### src/rtl/freq_meas_pkg.sv
// Shared types and widths for the frequency/duty measurement controller.
package freq_meas_pkg;

  localparam int unsigned CNT_W = 32;
  localparam int unsigned N_W   = 16;

  typedef enum logic [1:0] {
    IDLE = 2'd0,
    ARM  = 2'd1,
    GATE = 2'd2
  } state_t;

  // A zero period count would never terminate a window, so it means one period.
  function automatic logic [N_W-1:0] n_clamp(input logic [N_W-1:0] n);
    return (n == '0) ? N_W'(1) : n;
  endfunction

endpackage

### src/rtl/freq_meas_ctrl_if.sv
// Control/result bundle of freq_meas_ctrl; master = software side, slave = controller.
interface freq_meas_ctrl_if;
  import freq_meas_pkg::*;

  logic             start;
  logic             abort;
  logic             continuous;
  logic [N_W-1:0]   n_cfg;
  logic             busy;
  logic             done;
  logic             timeout;
  logic [CNT_W-1:0] ref_cnt;
  logic [CNT_W-1:0] high_cnt;
  logic [N_W-1:0]   n_used;

  modport master (
    output start, abort, continuous, n_cfg,
    input  busy, done, timeout, ref_cnt, high_cnt, n_used
  );

  modport slave (
    input  start, abort, continuous, n_cfg,
    output busy, done, timeout, ref_cnt, high_cnt, n_used
  );

endinterface

### src/rtl/freq_meas_edge_sync.sv
// Two-flop synchroniser for the measured wave plus a delay flop for rising-edge detection.
module freq_meas_edge_sync (
  input  logic pll_clk,
  input  logic sys_rst_n,
  input  logic wave_in,
  output logic s2,
  output logic rise
);

  // bit 0 = s1, bit 1 = s2, bit 2 = s3
  logic [2:0] sync_q, sync_d;

  always_comb begin
    sync_d = {sync_q[1:0], wave_in};
  end

  always_ff @(posedge pll_clk or posedge sys_rst_n) begin
    if (sys_rst_n) sync_q <= '0;
    else           sync_q <= sync_d;
  end

  assign s2   = sync_q[1];
  assign rise = sync_q[1] & ~sync_q[2];

endmodule

### src/rtl/freq_meas_ctrl.sv
// Gated period/duty measurement of an asynchronous square wave against pll_clk.
// Optional duty-cycle accumulation is built only when DUTY_MEAS_EN is defined.
module freq_meas_ctrl
  import freq_meas_pkg::*;
#(
  parameter int unsigned PLL_FREQ    = 200_000_000,
  parameter int unsigned TIMEOUT_CYC = 200_000_000
) (
  input  logic              pll_clk,
  input  logic              sys_rst_n,
  input  logic              wave_in,
  freq_meas_ctrl_if.slave   ctl
);

  if (PLL_FREQ == 0 || TIMEOUT_CYC == 0) begin : g_bad_cfg
    $error("freq_meas_ctrl: PLL_FREQ and TIMEOUT_CYC must be nonzero");
  end

  localparam logic [CNT_W-1:0] TO_LAST = CNT_W'(TIMEOUT_CYC - 1);

  logic wave_rise;
`ifdef DUTY_MEAS_EN
  logic wave_s2;
  freq_meas_edge_sync u_sync (
    .pll_clk   (pll_clk),
    .sys_rst_n (sys_rst_n),
    .wave_in   (wave_in),
    .s2        (wave_s2),
    .rise      (wave_rise)
  );
`else
  freq_meas_edge_sync u_sync (
    .pll_clk   (pll_clk),
    .sys_rst_n (sys_rst_n),
    .wave_in   (wave_in),
    .s2        (),
    .rise      (wave_rise)
  );
`endif

  state_t           state_q, state_d;
  logic [N_W-1:0]   n_lat_q, n_lat_d;
  logic             cont_lat_q, cont_lat_d;
  logic [CNT_W-1:0] to_cnt_q, to_cnt_d;
  logic             done_q, done_d;
  logic             timeout_q, timeout_d;
  logic [CNT_W-1:0] ref_acc_q, ref_acc_d;
  logic [N_W-1:0]   edge_acc_q, edge_acc_d;
  logic [CNT_W-1:0] ref_cnt_q, ref_cnt_d;
  logic [N_W-1:0]   n_used_q, n_used_d;

  logic to_hit, last_edge;
  logic win_open, win_step, win_close;

  assign to_hit    = (to_cnt_q == TO_LAST);
  assign last_edge = wave_rise && (edge_acc_q == n_lat_q - N_W'(1));

  // Priority inside ARM/GATE: abort, then termination, then timeout.
  always_comb begin
    state_d    = state_q;
    n_lat_d    = n_lat_q;
    cont_lat_d = cont_lat_q;
    to_cnt_d   = to_cnt_q;
    done_d     = 1'b0;
    timeout_d  = 1'b0;
    win_open   = 1'b0;
    win_step   = 1'b0;
    win_close  = 1'b0;
    unique case (state_q)
      IDLE: begin
        if (ctl.start && !ctl.abort) begin
          state_d    = ARM;
          n_lat_d    = n_clamp(ctl.n_cfg);
          cont_lat_d = ctl.continuous;
          to_cnt_d   = '0;
        end
      end
      ARM: begin
        to_cnt_d = to_cnt_q + CNT_W'(1);
        if (ctl.abort) begin
          state_d = IDLE;
        end else if (to_hit) begin
          state_d   = IDLE;
          timeout_d = 1'b1;
        end else if (wave_rise) begin
          state_d  = GATE;
          win_open = 1'b1;
        end
      end
      GATE: begin
        to_cnt_d = to_cnt_q + CNT_W'(1);
        if (ctl.abort) begin
          state_d = IDLE;
        end else if (last_edge) begin
          win_close = 1'b1;
          done_d    = 1'b1;
          if (cont_lat_q && ctl.continuous) begin
            win_open = 1'b1;
            to_cnt_d = '0;
            n_lat_d  = n_clamp(ctl.n_cfg);
          end else begin
            state_d = IDLE;
          end
        end else if (to_hit) begin
          state_d   = IDLE;
          timeout_d = 1'b1;
        end else begin
          win_step = 1'b1;
        end
      end
      default: state_d = IDLE;
    endcase
  end

  always_ff @(posedge pll_clk or posedge sys_rst_n) begin
    if (sys_rst_n) state_q <= IDLE;
    else           state_q <= state_d;
  end

  // Closing latches the old accumulators before a continuous restart reloads them.
  always_comb begin
    ref_acc_d  = ref_acc_q;
    edge_acc_d = edge_acc_q;
    ref_cnt_d  = ref_cnt_q;
    n_used_d   = n_used_q;
    if (win_close) begin
      ref_cnt_d = ref_acc_q;
      n_used_d  = n_lat_q;
    end
    if (win_open) begin
      ref_acc_d  = CNT_W'(1);
      edge_acc_d = '0;
    end else if (win_step) begin
      ref_acc_d = ref_acc_q + CNT_W'(1);
      if (wave_rise) edge_acc_d = edge_acc_q + N_W'(1);
    end
  end

  always_ff @(posedge pll_clk or posedge sys_rst_n) begin
    if (sys_rst_n) begin
      n_lat_q    <= '0;
      cont_lat_q <= 1'b0;
      to_cnt_q   <= '0;
      done_q     <= 1'b0;
      timeout_q  <= 1'b0;
      ref_acc_q  <= '0;
      edge_acc_q <= '0;
      ref_cnt_q  <= '0;
      n_used_q   <= '0;
    end else begin
      n_lat_q    <= n_lat_d;
      cont_lat_q <= cont_lat_d;
      to_cnt_q   <= to_cnt_d;
      done_q     <= done_d;
      timeout_q  <= timeout_d;
      ref_acc_q  <= ref_acc_d;
      edge_acc_q <= edge_acc_d;
      ref_cnt_q  <= ref_cnt_d;
      n_used_q   <= n_used_d;
    end
  end

`ifdef DUTY_MEAS_EN
  logic [CNT_W-1:0] high_acc_q, high_acc_d;
  logic [CNT_W-1:0] high_cnt_q, high_cnt_d;

  always_comb begin
    high_acc_d = high_acc_q;
    high_cnt_d = high_cnt_q;
    if (win_close) high_cnt_d = high_acc_q;
    if (win_open)      high_acc_d = CNT_W'(wave_s2);
    else if (win_step) high_acc_d = high_acc_q + CNT_W'(wave_s2);
  end

  always_ff @(posedge pll_clk or posedge sys_rst_n) begin
    if (sys_rst_n) begin
      high_acc_q <= '0;
      high_cnt_q <= '0;
    end else begin
      high_acc_q <= high_acc_d;
      high_cnt_q <= high_cnt_d;
    end
  end

  assign ctl.high_cnt = high_cnt_q;
`else
  assign ctl.high_cnt = '0;
`endif

  assign ctl.busy    = (state_q != IDLE);
  assign ctl.done    = done_q;
  assign ctl.timeout = timeout_q;
  assign ctl.ref_cnt = ref_cnt_q;
  assign ctl.n_used  = n_used_q;

endmodule

### src/flat_wrapper.sv
// flat-port wrapper written by rule: the top's interface ports become plain ports
module freq_meas_ctrl_flat import freq_meas_pkg::*;
#(
  parameter int unsigned PLL_FREQ    = 200_000_000,
  parameter int unsigned TIMEOUT_CYC = 200_000_000
)
  (pll_clk, sys_rst_n, wave_in, ctl_start, ctl_abort, ctl_continuous, ctl_n_cfg, ctl_busy, ctl_done, ctl_timeout, ctl_ref_cnt, ctl_high_cnt, ctl_n_used);
  freq_meas_ctrl_if ctl_i ();
  input  logic pll_clk;
  input  logic sys_rst_n;
  input  logic wave_in;
  input wire logic [$bits(ctl_i.start)-1:0] ctl_start;
  input wire logic [$bits(ctl_i.abort)-1:0] ctl_abort;
  input wire logic [$bits(ctl_i.continuous)-1:0] ctl_continuous;
  input wire logic [$bits(ctl_i.n_cfg)-1:0] ctl_n_cfg;
  output wire logic [$bits(ctl_i.busy)-1:0] ctl_busy;
  output wire logic [$bits(ctl_i.done)-1:0] ctl_done;
  output wire logic [$bits(ctl_i.timeout)-1:0] ctl_timeout;
  output wire logic [$bits(ctl_i.ref_cnt)-1:0] ctl_ref_cnt;
  output wire logic [$bits(ctl_i.high_cnt)-1:0] ctl_high_cnt;
  output wire logic [$bits(ctl_i.n_used)-1:0] ctl_n_used;
  assign ctl_i.start = ctl_start;
  assign ctl_i.abort = ctl_abort;
  assign ctl_i.continuous = ctl_continuous;
  assign ctl_i.n_cfg = ctl_n_cfg;
  assign ctl_busy = ctl_i.busy;
  assign ctl_done = ctl_i.done;
  assign ctl_timeout = ctl_i.timeout;
  assign ctl_ref_cnt = ctl_i.ref_cnt;
  assign ctl_high_cnt = ctl_i.high_cnt;
  assign ctl_n_used = ctl_i.n_used;
  freq_meas_ctrl #(.PLL_FREQ(PLL_FREQ), .TIMEOUT_CYC(TIMEOUT_CYC)) u_core (.pll_clk(pll_clk), .sys_rst_n(sys_rst_n), .wave_in(wave_in), .ctl(ctl_i));
endmodule
### config.mk
export PLATFORM = sky130hd
export DESIGN_NAME = freq_meas_ctrl_flat
export DESIGN_NICKNAME = d
export VERILOG_FILES = /design/src/rtl/freq_meas_pkg.sv /design/src/rtl/freq_meas_ctrl_if.sv /design/src/rtl/freq_meas_edge_sync.sv /design/src/rtl/freq_meas_ctrl.sv /design/src/flat_wrapper.sv
export SDC_FILE = /design/constraint.sdc
export NUM_CORES = 1
export LEC_CHECK = 0
export BUFFER_PORTS_ARGS = -buffer_cell sky130_fd_sc_hd__buf_2
export CAP_MARGIN = 5
export CORE_MARGIN = 2
export CORE_UTILIZATION = 40
export DETAILED_ROUTE_END_ITERATION = 8
export MAX_ROUTING_LAYER = met4
export REMOVE_ABC_BUFFERS = 1
export SLEW_MARGIN = 20
export SYNTH_ARGS = -nofsm -noshare
export SYNTH_HDL_FRONTEND = slang
export SYNTH_SLANG_ARGS = --single-unit
### constraint.sdc
create_clock -name pll_clk -period 5.5 [get_ports pll_clk]
set_input_delay 0.55 -clock pll_clk [delete_from_list [all_inputs] [get_ports pll_clk]]
set_output_delay 0.55 -clock pll_clk [all_outputs]
set_load 0.01 [all_outputs]
Yosys cells after proc, flatten, opt, wreduce, memory -nomap -nowiden
Cells that the tools add are included.
{"block": "classes", "n_addsub": 4, "eq_ne": 11, "mux": 44, "n_bitwise": 2, "reduce_logical": 16}
{"operator": "$mux 32", "n": 6}
{"operator": "$mux 16", "n": 8}
{"operator": "$pmux 32 s3", "n": 1}
{"operator": "$add 32x1->32 const B", "n": 2}
{"operator": "$eq 32x28->1 const B", "n": 1}
{"operator": "$pmux 16 s2", "n": 1}
{"operator": "$mux 1", "n": 17}
{"operator": "$add 16x1->16 const B", "n": 1}
{"operator": "$eq 16x16->1", "n": 1}
{"operator": "$logic_not 16->1", "n": 1}
{"operator": "$mux 2", "n": 8}
{"operator": "$sub 16x1->16 const B", "n": 1}
{"operator": "$ne 4x2->1 const B", "n": 2}
{"operator": "$reduce_bool 2->1", "n": 4}
{"operator": "$ne 2x1->1 const B", "n": 3}
{"operator": "$pmux 2 s3", "n": 1}
{"operator": "$reduce_and 2->1", "n": 3}
{"operator": "$reduce_and 5->1", "n": 1}
{"operator": "$ne 4x4->1 const B", "n": 1}
{"operator": "$pmux 1 s2", "n": 2}
{"operator": "$reduce_and 4->1", "n": 1}
{"operator": "$logic_and 1x1->1", "n": 3}
{"operator": "$reduce_bool 3->1", "n": 1}
{"operator": "$eq 2x1->1 const B", "n": 1}
{"operator": "other kinds (6)", "n": 6}
{"block": "word_totals", "register_bits": 152, "output_inout_bits": 83, "word_cells": 88}

Logic depth before layout (Yosys ltp)
Gate-level depths: netlist of the first run.
{"block": "logic_depth", "ltp_word": 8, "ltp_mapped": 13, "ltp_nobuf": 10}

Modules after synthesis
A second synthesis of the first run with hierarchy kept.
{"block": "hier_totals", "cells_unflattened": 809, "hier_area_um2": 8172.8}
{"module": "freq_meas_ctrl", "instances": 1, "cells_each": 804, "area_per_inst_um2": 8080.2}
{"module": "freq_meas_edge_sync", "instances": 1, "cells_each": 5, "area_per_inst_um2": 92.6}

Least setup slack after synthesis of the first run
No wires, ideal clock.
{"block": "synth_path", "kind": "reg2reg", "startpoint": "register u_core.n_lat_q[8]", "endpoint": "register u_core.n_lat_q[10]", "setup_time_ns": 0.125, "arrival_ns": 3.296, "path_slack_ns": 2.079, "stages_incl_launch_ff": 12, "path_buffers": 3, "path_cell_list": "dfrtp_1 -> buf_6 -> or4_1 -> or3_4 -> a2111oi_4 -> o211ai_2 -> or4_1 -> buf_4 -> nor2_8 -> o21ai_4 -> buf_6 -> mux2_4"}
{"block": "synth_between", "elab_chain_cells": 5}
{"item": "start, declared", "line": "freq_meas_ctrl.sv:42", "rtl": "logic [N_W-1:0] n_lat_q, n_lat_d;"}
{"item": "start signal, assigned", "line": "freq_meas_ctrl.sv:151", "rtl": "n_lat_q <= n_lat_d;"}
{"item": "$sub 16x1->16", "line": "freq_meas_ctrl.sv:56", "rtl": "assign last_edge = wave_rise && (edge_acc_q == n_lat_q - N_W'(1));"}
{"item": "$eq 16x16->1", "line": "freq_meas_ctrl.sv:56"}
{"item": "$logic_and 1x1->1", "line": "freq_meas_ctrl.sv:56"}
{"item": "$ne 2x1->1 (no source line)"}
{"item": "$reduce_and 5->1 (no source line)"}
Every way passes these cells.
A chain may end at the register's enable or synchronous reset.

Final worst setup path of the first run
{"block": "layout_path", "startpoint": "register u_core.n_lat_q[8]", "endpoint": "register u_core.ref_acc_q[17]"}
{"block": "layout_between", "elab_chain_cells": 7, "elab_cells_between_ends": 11, "classes_between": "1 x add/sub; 1 x eq/ne; 7 x mux; 2 x reduce/logical"}
{"item": "$sub 16x1->16 (*)", "line": "freq_meas_ctrl.sv:56"}
{"item": "$eq 16x16->1 (*)", "line": "freq_meas_ctrl.sv:56"}
{"item": "$logic_and 1x1->1 (*)", "line": "freq_meas_ctrl.sv:56"}
{"item": "$mux 1", "line": "freq_meas_ctrl.sv:94", "rtl": "end else if (last_edge) begin"}
{"item": "$mux 1", "line": "freq_meas_ctrl.sv:92", "rtl": "if (ctl.abort) begin"}
{"item": "$pmux 1 s2 / $mux 1 (equally long branches)", "line": "freq_meas_ctrl.sv:69", "rtl": "unique case (state_q)"}
{"item": "$mux 32 / $reduce_bool 2->1 (equally long branches)"}
{"item": "end signal, assigned", "line": "freq_meas_ctrl.sv:156", "rtl": "ref_acc_q <= ref_acc_d;"}
{"item": "end, declared", "line": "freq_meas_ctrl.sv:47", "rtl": "logic [CNT_W-1:0] ref_acc_q, ref_acc_d;"}
Every way passes the cells marked *; elsewhere a longest branch is shown, timed or not.

==> impl_metrics.csv, run 1 <==
group,metric,value,unit
critical_path,reg2reg_to,"u_core.ref_acc_q[17]$_DFFE_PP0P_",
global_route,grt_max_degree,105,
worst_hold_path,hold_class,"input pin to flop",
clock_network,cts_tree,"built",
route,firstDrtPassIters,5,
route,drc,0,
route,vias,5827,
critical_path,crit_family,"simple AND/OR/NAND/NOR gates",
die,start_util,40.8,%
sta,finalHoldViolCount,0,
final_layout,drive_above_1_share,21.5,%
power,seqPwrFrac,38.9,%
sta,rsz0062_at_grt,"no",
power,p_leak,4.17,nW
global_route,antenna_found_initial,0,
worst_hold_path,holdPathStages,1,
clock_network,cts_hold_buffers,0,
die,die_w,145,um
sta,fin_tns_setup,0,ns
clock_network,post_cts.repair.setup_buffers,0,
logic_synthesis,yosysWarnings,0,
power,switchingPower,0.00118,W
clock_network,cts-buffers-inserted,17,
clock_network,cts_resized,0,
critical_path,cpMaxStageDelayCell,"or4_2",
die,fp.dieH,145,um
die,fp-row-count,51,
final_layout,diodes,0,
global_route,grt_pass1_wl,28500,um
sta,finalSetupViolCount,0,
critical_path,end_kind,"flop",
placement,dp_hpwl,11600,um
placement,placed_cell_area,8460,um^2
critical_path,cp.required,5.79,ns
final_layout,final_cell_mix,"dfrtp_1, nor2_1, buf_2",
logic_synthesis,yosys-top-cells-area,"dfrtp_1, mux2_2, xnor2_1",
critical_path,crit_cells,9,
global_route,grt_pass1_vias,5564,
route,final_antenna_net_count,0,
route,avgRoutedWirePerCell,15.3,um
logic_synthesis,ys_seq_area_share,47.8,%
critical_path,reg2reg_slack,1.43,ns
die,fp.dieArea,21100,um^2
placement,gp_congestion,0.834,
clock_network,clkTransAtPathRegs,0.06,ns
critical_path,endpoint,"u_core.ref_acc_q[17]$_DFFE_PP0P_",
critical_path,cp_max_fo,36,
sta,period_minus_slack,4.07,ns
run,drv_cap,0,
clock_network,cts_sinks,152,
critical_path,path_buf_inv,1,
critical_path,cp_cell_sequence,"or4_1 -> or3_4 -> a2111oi_4 -> o211ai_2 -> or4_2 -> nor2_8 -> o21a_1 -> buf_4 -> nor2_1",
sta,clock_skew,0.0273,ns
sta,max_slew_margin,26.2,%
clock_network,insertion_delay,0.44,ns
critical_path,ff2ff_path_depth,9,
die,io_pins,105,
final_layout,fin_area,9090,um^2
power,pwr-share-clk,35.7,%
critical_path,r2r-start,"u_core.n_lat_q[8]$_DFFE_PP0P_",
worst_hold_path,holdCritStartpoint,"wave_in",
route,drtIter0Drc,316,
placement,io_buffers,72,
logic_synthesis,ys_ff_latch,152,
sta,finalCritPeriodShare,73.9,%
final_layout,layout.nets,872,
global_route,overflow,0,
critical_path,slowest_delay,0.72,ns
logic_synthesis,post-synth-top-area-fraction,47.8,%
power,powerDensity,388,nW/um^2
run_status,status,"finished clean",
critical_path,crit_path_start,"u_core.n_lat_q[8]$_DFFE_PP0P_",
logic_synthesis,synth-edff-count,0,
critical_path,cp.arrival,4.35,ns
final_layout,multi_input_area,3840,um^2
critical_path,startpoint_type,"flop",
die,fp.coreArea,19500,um^2
sta,max_slew.worst_pin.slew,1.11,ns
power,switching_share,33.5,%
global_route,grt_usage,17.0,%
logic_synthesis,yosys_most_used_dff,"dfrtp_1",
final_layout,final_common_cell,"dfrtp_1",
logic_synthesis,synthArstFlopShare,100,%
logic_synthesis,syn-cell-area,7960,um^2
sta,setup_ws,1.43,ns
final_layout,regArea,3800,um^2
placement,pre_cts_slack,1.39,ns
power,ir_worst_vdd,229,uV
placement,dp_cells,1089,
power,comb_power_share,25.5,%
logic_synthesis,syn_inst,778,
sta,fmax,246,MHz
sta,maxSlewViolCount,0,
logic_synthesis,yosys.area.top_type,"dfrtp_1",
final_layout,instances_no_fill,1120,
clock_network,cts-root-buf,"clkbuf_16",
final_layout,layout-area-overhead-vs-synth,14.2,%
logic_synthesis,netlist-cell-type-count,58,
clock_network,clockBufferDepth,2,
power,p_total,0.00353,W
route,routed_via_density,5.20,
logic_synthesis,postSynthAreaPerCell,10.2,um^2
final_layout,fillers,1890,
clock_network,h-tree-depth,4,
critical_path,crit_type,"flop to flop",
route,totalWireLength,17200,um
power,intPower,0.00235,W
cell usage after synthesis, types with 18 or more instances:
cell and n:
a21oi_1 26, a31oi_1 19, buf_4 36, clkbuf_1 20, dfrtp_1 152, mux2_2 49
nand2_1 53, nand3_1 33, nand4_1 23, nor2_1 74, nor3_1 30, o21ai_0 21
xnor2_1 51, xor2_1 18
registers in the layout (all words and copies together), names as in the netlist:
signal and cells:
u_core.to_cnt_q 32, u_core.n_lat_q 16, u_core.state_q 2, u_core.u_sync.sync_q 3, u_core.ctl.ref_cnt 32, u_core.ref_acc_q 32, u_core.edge_acc_q 16, u_core.ctl.n_used 16
u_core.ctl.done 1, u_core.ctl.timeout 1, u_core.cont_lat_q 1
worst register-to-register path: cells and delay by family (launching register included):
| kind | cells | cell delay (ns) |
|---|---|---|
| and+or+nand+nor | 5 | 2.00 |
| AOI/OAI and AO/OA | 3 | 0.99 |
| DFF | 1 | 0.49 |
| buffers and inverters | 1 | 0.45 |
through the flow:
stage | hold WS [ns] | util [%]
3_3_place_gp | 0.336 | 43.3
2_1_floorplan | 0.331 | -
5_1_grt | 0.216 | 46.6
4_1_cts | 0.215 | 46.6
3_5_place_dp | 0.340 | 43.3
6_report | 0.238 | 46.6
layer usage:
layer	GRT usage, %	share of wire (%)	up-vias
met3	3.40	3.6	10
met2	25.2	47	120
met5	-	0	-
met1	23.8	49	2854
li1	-	-	2843
met4	5.10	0.83	0
power groups by stage:
stage / registers (W) / logic [W] / clock network, W
finish: 0.00137 / 0.000900 / 0.00126
global route: 0.00139 / 0.000990 / 0.00133
CTS: 0.00137 / 0.000901 / 0.00128
detailed placement: 0.00139 / 0.000897 / 0
global placement: 0.00139 / 0.000897 / 0
floorplan: 0.00134 / 0.000675 / 0
layout make-up:
| cell class | count | area share [%] |
|---|---|---|
| Inverter | 16 | 0.716 |
| Multi-Input combinational cell | 576 | 42.2 |
| Sequential cell | 152 | 41.8 |
| Clock buffer | 19 | 4.87 |
| Timing Repair Buffer | 80 | 4.62 |
| Tap cell | 265 | 3.65 |
| Clock inverter | 12 | 2.06 |
logic make-up (layout without fill, tap and decap cells):
family | after synthesis | count (layout) | share of synthesized area, %
XOR/XNOR | 69 | 69 | 7.59
other | 1 | 32 | 0.0471
AO/OA/AOI/OAI | 102 | 102 | 8.75
adder cells (fa/ha/maj) | 7 | 7 | 1.10
AND/OR/NAND/NOR | 304 | 304 | 19.9
multiplexers | 62 | 62 | 9.13
buffers and inverters | 81 | 127 | 5.75
flip-flops | 152 | 152 | 47.8
worst min path at each step:
stage	end	slack (ns)
finish	u_core.u_sync.sync_q[0]$_DFF_PP0_	0.24
global route	u_core.u_sync.sync_q[0]$_DFF_PP0_	0.22
CTS	u_core.u_sync.sync_q[0]$_DFF_PP0_	0.21
detailed placement	u_core.u_sync.sync_q[1]$_DFF_PP0_	0.34
global placement	u_core.u_sync.sync_q[1]$_DFF_PP0_	0.34
floorplan	u_core.u_sync.sync_q[1]$_DFF_PP0_	0.33
Note: power is estimated with default switching activity, not from simulation.
==> run 2: changes to the inputs <==
==> constraint.sdc (replaced) <==
create_clock -name pll_clk -period 4.2 [get_ports pll_clk]
set_input_delay 0.42 -clock pll_clk [delete_from_list [all_inputs] [get_ports pll_clk]]
set_output_delay 0.42 -clock pll_clk [all_outputs]
set_load 0.01 [all_outputs]
==> run 2 against run 1 <==
  * Critical path depth is 2 higher
  * Sequential cell count stayed put
  * Cell count is 0.71% higher
  * Clock power is 20% higher
  * Global-route usage is 0.46 points higher
  * Combinational power is 33% higher
  * Clock skew is 0.013 ns lower
  * Worst setup slack worse by 0.91 ns
  * Design area hardly changed
  * Sequential share of layout area hardly changed
  * First-iteration DRC count is 51% higher
  * Critical path type unchanged
  * Critical endpoint is now u_core.ref_acc_q[30]$_DFFE_PP0P_
  * Largest cell class unchanged
  * Largest power group unchanged
==> impl_metrics.csv, run 2 (same netlist as run 1, synthesis figures left out) <==
group,metric,value,unit
power,seqPwrFrac,40.0,%
final_layout,diodes,0,
clock_network,cts-buffers-inserted,17,
power,ir_worst_vdd,343,uV
sta,fmax,272,MHz
global_route,grt_usage,17.5,%
sta,maxSlewViolCount,0,
die,io_pins,105,
critical_path,startpoint_type,"flop",
route,final_antenna_net_count,0,
clock_network,h-tree-depth,4,
worst_hold_path,hold_class,"input pin to flop",
final_layout,final_common_cell,"dfrtp_1",
power,comb_power_share,26.6,%
route,totalWireLength,17400,um
final_layout,final_cell_mix,"dfrtp_1, nor2_1, buf_2",
final_layout,layout-area-overhead-vs-synth,14.2,%
route,drc,0,
global_route,overflow,0,
final_layout,regArea,3800,um^2
sta,max_slew.worst_pin.slew,0.944,ns
power,intPower,0.00295,W
power,powerDensity,496,nW/um^2
clock_network,insertion_delay,0.43,ns
route,drtIter0Drc,478,
critical_path,end_kind,"flop",
sta,finalSetupViolCount,0,
placement,gp_congestion,0.831,
critical_path,crit_type,"flop to flop",
die,start_util,40.8,%
final_layout,multi_input_area,3840,um^2
final_layout,layout.nets,880,
die,fp.dieArea,21100,um^2
critical_path,cp_max_fo,31,
clock_network,cts_hold_buffers,0,
critical_path,cp.arrival,3.97,ns
global_route,grt_max_degree,105,
clock_network,cts_sinks,152,
die,fp-row-count,51,
clock_network,cts_tree,"built",
die,die_w,145,um
die,fp.coreArea,19500,um^2
final_layout,drive_above_1_share,22.1,%
final_layout,fillers,1881,
run,drv_cap,0,
power,p_total,0.00451,W
power,switchingPower,0.00156,W
clock_network,clockBufferDepth,2,
final_layout,final_util,46.6,%
clock_network,clkTransAtPathRegs,0.07,ns
sta,period_minus_slack,3.67,ns
sta,rsz0062_at_grt,"no",
run_status,status,"finished clean",
power,pwr-share-clk,33.4,%
global_route,antenna_found_initial,0,
placement,dp_hpwl,11900,um
route,vias,5884,
sta,clock_skew,0.0143,ns
sta,finalHoldViolCount,0,
power,p_leak,4.17,nW
placement,io_buffers,72,
route,firstDrtPassIters,5,
global_route,grt_pass1_wl,29300,um
global_route,grt_pass1_vias,5688,
clock_network,cts-root-buf,"clkbuf_16",
route,avgRoutedWirePerCell,15.4,um
die,fp.dieH,145,um
power,switching_share,34.6,%
sta,max_slew_margin,37.1,%
clock_network,cts_resized,0,
sta,finalCritPeriodShare,87.4,%
route,routed_via_density,5.22,
critical_path,cp.required,4.50,ns
clock_network,post_cts.repair.setup_buffers,0,
[run 2: cell count changes in the layout (fill, tap and decap cells not counted), sizes merged]
cell and delta:
clkinvlp +2, buf +8, inv -1, bufinv -2, clkinv +1
[run 2: routing by layer]
metal	vias up	wire [um]	share of wire, %	GRT usage (%)
met1	2890	8410	48	24.4
met5	-	0	0	-
met4	0	152	0.88	4.56
li1	2877	-	-	-
met3	13	685	3.9	3.40
met2	104	8110	47	26.3
[run 2: path summary, 6_finish.rpt]
kind,startpoint,to,slack [ns],cells past startpoint
setup / recovery,u_core.n_lat_q[0]$_DFFE_PP0P_,u_core.ref_acc_q[30]$_DFFE_PP0P_,0.53,11
hold / removal,wave_in,u_core.u_sync.sync_q[0]$_DFF_PP0_,0.10,1
setup reg to reg,u_core.n_lat_q[0]$_DFFE_PP0P_,u_core.ref_acc_q[30]$_DFFE_PP0P_,0.53,11
hold reg to reg,u_core.u_sync.sync_q[0]$_DFF_PP0_,u_core.u_sync.sync_q[1]$_DFF_PP0_,0.37,0
max in group asynchronous,sys_rst_n,u_core.n_lat_q[0]$_DFFE_PP0P_,3.06,3
min in group asynchronous,sys_rst_n,u_core.ctl.ref_cnt[5]$_DFFE_PP0P_,0.19,2
[run 2: per-stage QoR]
stage	cell area [um^2]	TNS [ns]	std cells	hold WS, ns	worst slack (ns)
final	9090	0	1128	0.104	0.529
after global routing	9090	0	1128	0.0942	0.295
after global placement	8520	0	1097	0.347	0.570
after CTS	9090	0	1128	0.0873	0.518
after detailed placement	8520	0	1097	0.362	0.522
after floorplan	7680	-85.19	744	0.331	-0.798
[run 2: area by class of cell]
type	instances	share of cell area [%]
multi-input combinational	576	42.2
tap	265	3.65
clock buffer	19	4.76
inverter	16	0.715
timing repair buffer	88	5.28
clock inverter	12	1.57
sequential	152	41.8
[run 2: worst max-delay path, stage by stage, from the launching register on]
cell,delay [ns]
dfrtp_1,0.45
inv_1,0.13
ha_1,0.21
or4b_1,0.50
or4_1,0.48
o311ai_0,0.15
o22ai_1,0.24
or4_2,0.67
nor2_8,0.14
o21a_1,0.15
buf_4,0.33
nor2_1,0.10
[run 2: power by group through the flow]
stage / combinational [W] / clock [W] / sequential [W]
after global routing: 0.00133 / 0.00160 / 0.00183
final: 0.00120 / 0.00151 / 0.00180
after global placement: 0.00118 / 0 / 0.00183
after detailed placement: 0.00119 / 0 / 0.00183
after floorplan: 0.000884 / 0 / 0.00176
after CTS: 0.00120 / 0.00154 / 0.00180
==> run 3: changes to the inputs <==
--- a/config.mk
+++ b/config.mk
@@ -5,7 +5,7 @@
 export SDC_FILE = /design/constraint.sdc
 export NUM_CORES = 1
 export LEC_CHECK = 0
-export BUFFER_PORTS_ARGS = -buffer_cell sky130_fd_sc_hd__buf_2
+export BUFFER_PORTS_ARGS = -buffer_cell sky130_fd_sc_hd__clkbuf_2
 export CAP_MARGIN = 5
 export CORE_MARGIN = 2
 export CORE_UTILIZATION = 40
==> run 3 against run 2 <==
  * Sequential power about the same
  * Sequential cell count unchanged
  * Global-route usage decreased by 0.13 points
  * First-iteration DRC count decreased by 15%
  * Clock skew decreased by 0.0036 ns
  * Via count decreased by 0.53%
  * Clock power increased by 7%
  * Largest cell class unchanged
  * Wire length decreased by 1.4%
  * Maximum frequency increased by 0.62%
  * Total power increased by 2.3%
  * Design area increased by 0.61%
==> impl_metrics.csv, run 3 (same netlist as run 1, synthesis figures left out) <==
group,metric,value,unit
global_route,grt_util_met1,23.4,%
sta,clock_skew,0.0106,ns
global_route,grt_usage,17.4,%
sta,rsz0062_at_grt,"no",
global_route,grt_pass1_wl,28900,um
clock_network,cts_hold_buffers,0,
clock_network,cts-buffers-inserted,17,
final_layout,diodes,0,
die,io_pins,105,
clock_network,h-tree-depth,4,
critical_path,reg2reg_to,"u_core.n_lat_q[12]$_DFFE_PP0P_",
sta,finalHoldViolCount,0,
critical_path,reg2reg_slack,0.55,ns
placement,placed_cell_area,8520,um^2
critical_path,startpoint_type,"flop",
critical_path,cp.required,4.51,ns
placement,dp_hpwl,11900,um
placement,io_buffers,72,
critical_path,cp.arrival,3.96,ns
worst_hold_path,min_to,"u_core.u_sync.sync_q[0]$_DFF_PP0_",
critical_path,ff2ff_path_depth,8,
final_layout,fin_area,9150,um^2
final_layout,drive_above_1_share,22.3,%
final_layout,layout-area-overhead-vs-synth,14.9,%
clock_network,post_cts.repair.setup_buffers,0,
route,final_antenna_net_count,0,
final_layout,final_cell_mix,"dfrtp_1, nor2_1, clkbuf_2",
route,drc,0,
global_route,grtUsageMet3,4.06,%
sta,period_minus_slack,3.65,ns
sta,finalSetupViolCount,0,
route,vias,5853,
clock_network,cts-root-buf,"clkbuf_16",
sta,max_slew.worst_pin.slew,0.855,ns
power,ir_worst_vdd,302,uV
die,fp.coreArea,19500,um^2
global_route,grt_pass1_vias,5648,
run_status,status,"finished clean",
clock_network,clockBufferDepth,2,
die,fp.dieArea,21100,um^2
global_route,antenna_found_initial,0,
route,firstDrtPassIters,7,
worst_hold_path,holdPathStages,1,
sta,finalCritPeriodShare,86.9,%
global_route,grt_util_met2,26.0,%
final_layout,final_common_cell,"dfrtp_1",
worst_hold_path,hold_class,"input pin to flop",
power,powerDensity,504,nW/um^2
clock_network,insertion_delay,0.42,ns
global_route,grt_max_degree,93,
power,p_leak,4.16,nW
worst_hold_path,holdCritStartpoint,"wave_in",
clock_network,cts_sinks,152,
sta,fmax,274,MHz
final_layout,layout.nets,880,
clock_network,cts_tree,"built",
die,start_util,40.8,%
die,die_w,145,um
global_route,overflow,0,
clock_network,clkTransAtPathRegs,0.06,ns
critical_path,crit_type,"flop to flop",
critical_path,end_kind,"flop",
die,fp-row-count,51,
route,avgRoutedWirePerCell,15.2,um
final_layout,fillers,1864,
critical_path,r2r-start,"u_core.n_lat_q[8]$_DFFE_PP0P_",
die,fp.dieH,145,um
run,drv_cap,0,
global_route,grt.busiest_layer,"met2",
sta,fin_tns_setup,0,ns
route,totalWireLength,17100,um
route,routed_via_density,5.18,
sta,maxSlewViolCount,0,
placement,gp_congestion,0.817,
critical_path,cp_max_fo,16,
sta,max_slew_margin,43.0,%
route,drtIter0Drc,407,
clock_network,cts_resized,0,
run 3: cell count changes in the layout (fill, tap and decap cells not counted), sizes merged:
cell      before  now
buf           88   16
bufinv         2    3
clkinvlp       4    3
clkbuf        19   92
run 3: routing by layer:
metal	up-vias	share of wire, %	wire, um
met1	2829	48	8260
met3	17	4.2	711
met5	-	0	0
met4	0	1.1	184
met2	143	46	7960
li1	2864	-	-
run 3: area by class of cell:
| cell class | instances | area, um^2 | area share (%) |
|---|---|---|---|
| flip-flops and latches | 152 | 3800 | 41.6 |
| well taps | 265 | 332 | 3.62 |
| multi-input cells | 576 | 3850 | 42.0 |
| inverters | 16 | 65.1 | 0.711 |
| repair buffers | 88 | 480 | 5.25 |
| clock buffers | 20 | 457 | 4.99 |
| clock inverters | 12 | 165 | 1.80 |
run 3: per-stage QoR:
step	hold slack, ns	power [W]	cells	setup WS, ns	utilization, %
floorplan	0.331	0.00264	744	-0.798	-
global placement	0.342	0.00302	1097	0.588	43.6
detailed placement	0.336	0.00303	1097	0.538	43.6
CTS	0.0856	0.00464	1129	0.537	46.8
global route	0.0875	0.00486	1129	0.340	46.9
finish	0.101	0.00462	1129	0.551	46.9
run 3: power breakdown:
group / internal, W / switching (W) / total, W
Clock: 0.000976 / 0.000633 / 0.00161
Combinational: 0.000482 / 0.000723 / 0.00120
Sequential: 0.00159 / 0.000208 / 0.00180
Total: 0.00305 / 0.00156 / 0.00462
run 3: how the worst max path moves through the flow:
stage	startpoint	end	slack, ns	cells after the start
2_1_floorplan	u_core.n_lat_q[8]$_DFFE_PP0P_	u_core.to_cnt_q[11]$_DFFE_PP0P_	-0.80	7
3_3_place_gp	u_core.n_lat_q[8]$_DFFE_PP0P_	u_core.n_lat_q[6]$_DFFE_PP0P_	0.59	8
3_5_place_dp	u_core.n_lat_q[8]$_DFFE_PP0P_	u_core.n_lat_q[12]$_DFFE_PP0P_	0.54	8
4_1_cts	u_core.n_lat_q[8]$_DFFE_PP0P_	u_core.n_lat_q[12]$_DFFE_PP0P_	0.54	8
5_1_grt	u_core.n_lat_q[0]$_DFFE_PP0P_	u_core.ref_acc_q[31]$_DFFE_PP0P_	0.34	11
6_report	u_core.n_lat_q[8]$_DFFE_PP0P_	u_core.n_lat_q[12]$_DFFE_PP0P_	0.55	8
run 3: critical path, cell delays in order, from the launching register on:
cell and delay, ns:
dfrtp_1 0.48, or4_1 0.62, or3_4 0.42, a2111oi_4 0.39, o211ai_2 0.17, or4_2 0.73
nor2_8 0.14, o21ai_4 0.19, mux2_4 0.38
